===== src/rtl/pwm_pkg.sv =====
// Shared widths, constants and compare helper for the 16-channel PWM peripheral.
package pwm_pkg;

  localparam int unsigned PWM_CNT_W = 8;
  localparam int unsigned NUM_CH    = 16;
  localparam logic [PWM_CNT_W-1:0] DUTY_FULL = 8'hFF;

  typedef logic [PWM_CNT_W-1:0] pwm_cnt_t;

  // Full-scale duty is forced high so 0xFF does not leave a one-tick low stub.
  function automatic logic pwm_compare(input pwm_cnt_t cnt, input pwm_cnt_t duty);
    return (duty == DUTY_FULL) ? 1'b1 : (cnt < duty);
  endfunction

endpackage


===== src/rtl/pwm_prescaler.sv =====
// Divides clk into a one-cycle tick every CLK_DIV cycles.
module pwm_prescaler #(
  parameter int unsigned CLK_DIV = 40
) (
  input  logic clk,
  input  logic rst,
  output logic tick
);

  localparam int unsigned CW = (CLK_DIV > 1) ? $clog2(CLK_DIV) : 1;
  localparam logic [CW-1:0] LAST = CW'(CLK_DIV - 1);

  logic [CW-1:0] cnt;

  assign tick = (cnt == LAST);

  always_ff @(posedge clk or posedge rst) begin
    if (rst) begin
      cnt <= '0;
    end else if (tick) begin
      cnt <= '0;
    end else begin
      cnt <= cnt + 1'b1;
    end
  end

endmodule


===== src/rtl/pwm_peripheral.sv =====
// Turns enable/PWM-select registers and a double-buffered duty into 16 registered pins.
module pwm_peripheral
  import pwm_pkg::*;
#(
  parameter int unsigned CLK_DIV = 40
) (
  input  logic        clk,
  input  logic        rst,
  input  logic [7:0]  en_reg_out_7_0,
  input  logic [7:0]  en_reg_out_15_8,
  input  logic [7:0]  en_reg_pwm_7_0,
  input  logic [7:0]  en_reg_pwm_15_8,
  input  logic [7:0]  pwm_duty_cycle,
  output logic [15:0] out,
  output logic        period_start
);

  localparam pwm_cnt_t CNT_MAX = '1;

  logic              tick;
  logic              period_end;
  logic              pwm_hi;
  pwm_cnt_t          pwm_cnt;
  pwm_cnt_t          duty_shadow;
  logic [NUM_CH-1:0] en_out;
  logic [NUM_CH-1:0] en_pwm;
  logic [NUM_CH-1:0] out_next;

  pwm_prescaler #(.CLK_DIV(CLK_DIV)) u_prescaler (
    .clk  (clk),
    .rst  (rst),
    .tick (tick)
  );

  assign en_out     = {en_reg_out_15_8, en_reg_out_7_0};
  assign en_pwm     = {en_reg_pwm_15_8, en_reg_pwm_7_0};
  assign period_end = tick && (pwm_cnt == CNT_MAX);
  assign pwm_hi     = pwm_compare(pwm_cnt, duty_shadow);

  // PWM-selected channels follow pwm_hi; others are static high when enabled.
  assign out_next = en_out & ~(en_pwm & {NUM_CH{~pwm_hi}});

  always_ff @(posedge clk or posedge rst) begin
    if (rst) begin
      pwm_cnt      <= '0;
      duty_shadow  <= '0;
      period_start <= 1'b0;
      out          <= '0;
    end else begin
      period_start <= period_end;
      out          <= out_next;
      if (period_end) begin
        pwm_cnt     <= '0;
        duty_shadow <= pwm_duty_cycle;
      end else if (tick) begin
        pwm_cnt <= pwm_cnt + 1'b1;
      end
    end
  end

endmodule


===== config.mk =====
export PLATFORM = sky130hd
export DESIGN_NAME = pwm_peripheral
export DESIGN_NICKNAME = d
export VERILOG_FILES = /design/src/rtl/pwm_pkg.sv /design/src/rtl/pwm_prescaler.sv /design/src/rtl/pwm_peripheral.sv
export SDC_FILE = /design/constraint.sdc
export NUM_CORES = 1
export LEC_CHECK = 0
export BUFFER_PORTS_ARGS = -buffer_cell sky130_fd_sc_hd__buf_2
export CAP_MARGIN = 10
export CORE_MARGIN = 5
export CORE_UTILIZATION = 35
export DETAILED_ROUTE_END_ITERATION = 16
export PLACE_DENSITY_LB_ADDON = 0.3
export SLEW_MARGIN = 40
export SYNTH_ARGS = -nofsm -noshare
export SYNTH_HDL_FRONTEND = slang
export SYNTH_SLANG_ARGS = --single-unit

===== constraint.sdc =====
create_clock -name clk -period 4.25 [get_ports clk]
set_input_delay 0.85 -clock clk [delete_from_list [all_inputs] [get_ports clk]]
set_output_delay 0.85 -clock clk [all_outputs]
set_load 0.02 [all_outputs]

==> results.cfg <==
[layout]
final_util_pct = 47.0
areaGrowthSynthToFinish_pct = 29.3
final_cells = 280
fin_area_sq_um = 2250
drive_gt1_share_pct = 36.2
final_nets = 263
diodes = 0
layout_commonest_cell = buf_2
mostFrequentLayoutCells = buf_2 (58), dfrtp_1 (39), a21boi_0 (16)
fill_cells = 459

[global_route]
grt_util_all_layers_pct = 12.1
antenna_found_initial = 0
grt_pass1_vias = 1305
grt_pass1_wl_mm = 5.97
grt_overflow_total = 0
grt_max_degree = 29

[timing]
fin_tns_setup_ns = 0
hold_violations = 0
min_period_ns = 1.98
maxSlewViolCount = 0
post-route-period-util_pct = 46.7
rsz0062_at_grt = no
max_freq_ghz = 0.504
skew_ns = 0.00505
fin_hold_ws_ns = 0.494
setup_viol = 0
worst_pin_slew_ns = 0.577
setup_slack_ns = 2.27
relSlewSlack_pct = 61.5

[floorplanning]
ios = 59
die_x_um = 80.5
start_util_pct = 36.4
die-area_sq_um = 6480
rows = 25
core_sq_um = 4790
die_h_um = 80.5

[critical_path]
required_ns = 4.40
cp.arrival_ns = 2.14
critPathLaunchType = register
critPathCaptureType = register
path_max_fanout = 16
path_class = reg2reg

[clocking]
clock-sinks = 39
cts_buffer_depth = 2
cts_tree = done
cts_resized = 0
h-tree-depth = 2
cts_setup_buffers = 0
root_buffer = clkbuf_8
clk_latency_ns = 0.29
clk_pin_slew_worst_paths_ns = 0.08
cts_inserted_buffers = 5
ctsHoldBuffers = 0

[place]
post-dp-hpwl_mm = 2.82
pre_cts_slack_ns = 2.22
numPortBuffers = 58
gp_congestion = 0.787
numPlacedInstances = 272
place_area_sq_um = 2130

[flow_run]
max-cap-violations = 0

[yosys]
synth-seq-cells = 39
synth_cells = 147
syn_avg_cell_area_sq_um = 11.8
synth-simple-area-share_pct = 14.5
synth.yosys.seq_area_share_pct = 56.1
syn_area_sq_um = 1740
synth_cell_types = 34
synth_fa_ha_area_share_pct = 6.47
synth.area.mux_share_pct = 1.51
yosysWarnings = 0
synth_top_family_by_area = compound AO/OA/AOI/OAI gates
synth_compound_area_share_pct = 15.2
synth_xor_area_share_pct = 3.52
syn_nets = 198

[power]
p_leak_nw = 1.14
p_total_mw = 0.757
peakVddDrop_v = 0.000206
powerDensity_nw_per_um2 = 337

[routing]
drc = 0
post_drt_wl_per_cell_um = 12.8
routed_wirelength_mm = 3.60
vias_per_cell = 4.63
drt_pass1_iterations = 4
vias = 1296
ant_nets = 0
drtIter0Drc = 46

[min_path]
hold_path_class = reg2reg

[status]
run_status = complete, no violations
report_power, final:
| group | switching (mW) | total (mW) | internal, mW |
|---|---|---|---|
| clock network | 0.136 | 0.329 | 0.193 |
| logic | 0.0260 | 0.0483 | 0.0224 |
| registers | 0.00189 | 0.380 | 0.378 |
| total | 0.164 | 0.757 | 0.594 |
critical path, cell delays in order, from the launching register on:
cell and delay (ns):
dfrtp_1 0.45, ha_1 0.35, and4_1 0.17, o21ai_0 0.14, o32ai_4 0.56, a21boi_0 0.18
synthesized netlist by cell type:
master     instances  area (sq um)
a2111oi_2          1          15.0
a21boi_0          16           120
a21o_1             1          7.51
a21oi_1            3          15.0
a22o_1             1          8.76
a41o_1             1          10.0
and3_1             1          6.26
and4_1             1          8.76
and4_2             1          10.0
buf_6              1          11.3
clkbuf_2           1          5.00
dfrtp_1           39           976
ha_1               9           113
inv_1              8          30.0
mux2_2             1          11.3
mux2_4             1          15.0
nand2_1            9          33.8
nand2b_1           2          12.5
nand3_1            6          30.0
nand3b_4           1          20.0
nand4_1            5          31.3
nand4b_1           2          17.5
nor2_1             7          26.3
nor2b_1            1          6.26
nor3_1             3          15.0
nor4_4             1          21.3
o21a_1             1          7.51
o21ai_0           12          60.1
o21ai_1            1          5.00
o32ai_2            1          16.3
or3_1              1          6.26
or3_2              1          7.51
xnor2_1            5          43.8
xor2_1             2          17.5
cell families after synthesis:
kind of cell    count (synthesis)
compound gates                 38
xor+xnor                        7
fa+ha+maj                       9
buf+inv                        10
flops                          39
mux                             2
simple gates                   42
final cells by class:
class | count | area, sq um | share of cell area [%]
inverters | 8 | 30.0 | 1.33
flip-flops and latches | 39 | 976 | 43.4
clock inverters | 2 | 38.8 | 1.72
well taps | 67 | 83.8 | 3.73
repair buffers | 60 | 309 | 13.7
clock buffers | 6 | 82.6 | 3.67
multi-input cells | 98 | 729 | 32.4
final timing paths:
path                            slack [ns]          startpoint                  to  cells after the start
worst max-delay path                  2.27          pwm_cnt[6]              out[9]                      5
worst min-delay path                  0.49  u_prescaler.cnt[0]  u_prescaler.cnt[0]                      1
worst max register to register        2.27          pwm_cnt[6]              out[9]                      5
worst min register to register        0.49  u_prescaler.cnt[0]  u_prescaler.cnt[0]                      1
max in group asynchronous             3.06                 rst      duty_shadow[4]                      3
min in group asynchronous             0.60                 rst              out[5]                      2
flip-flops by register name (all words and copies together), names as in the netlist:
name	cells
pwm_cnt	8
period_start	1
u_prescaler.cnt	6
out	16
duty_shadow	8
per-layer routing:
| metal | up-vias | track usage (%) | share of wire (%) |
|---|---|---|---|
| met5 | - | 0 | 0 |
| met4 | 0 | 3.04 | 1.0 |
| met3 | 5 | 6.73 | 11 |
| met2 | 44 | 17.3 | 43 |
| met1 | 589 | 15.8 | 45 |
| li1 | 658 | - | - |
Note: power is estimated with default switching activity, not from simulation.
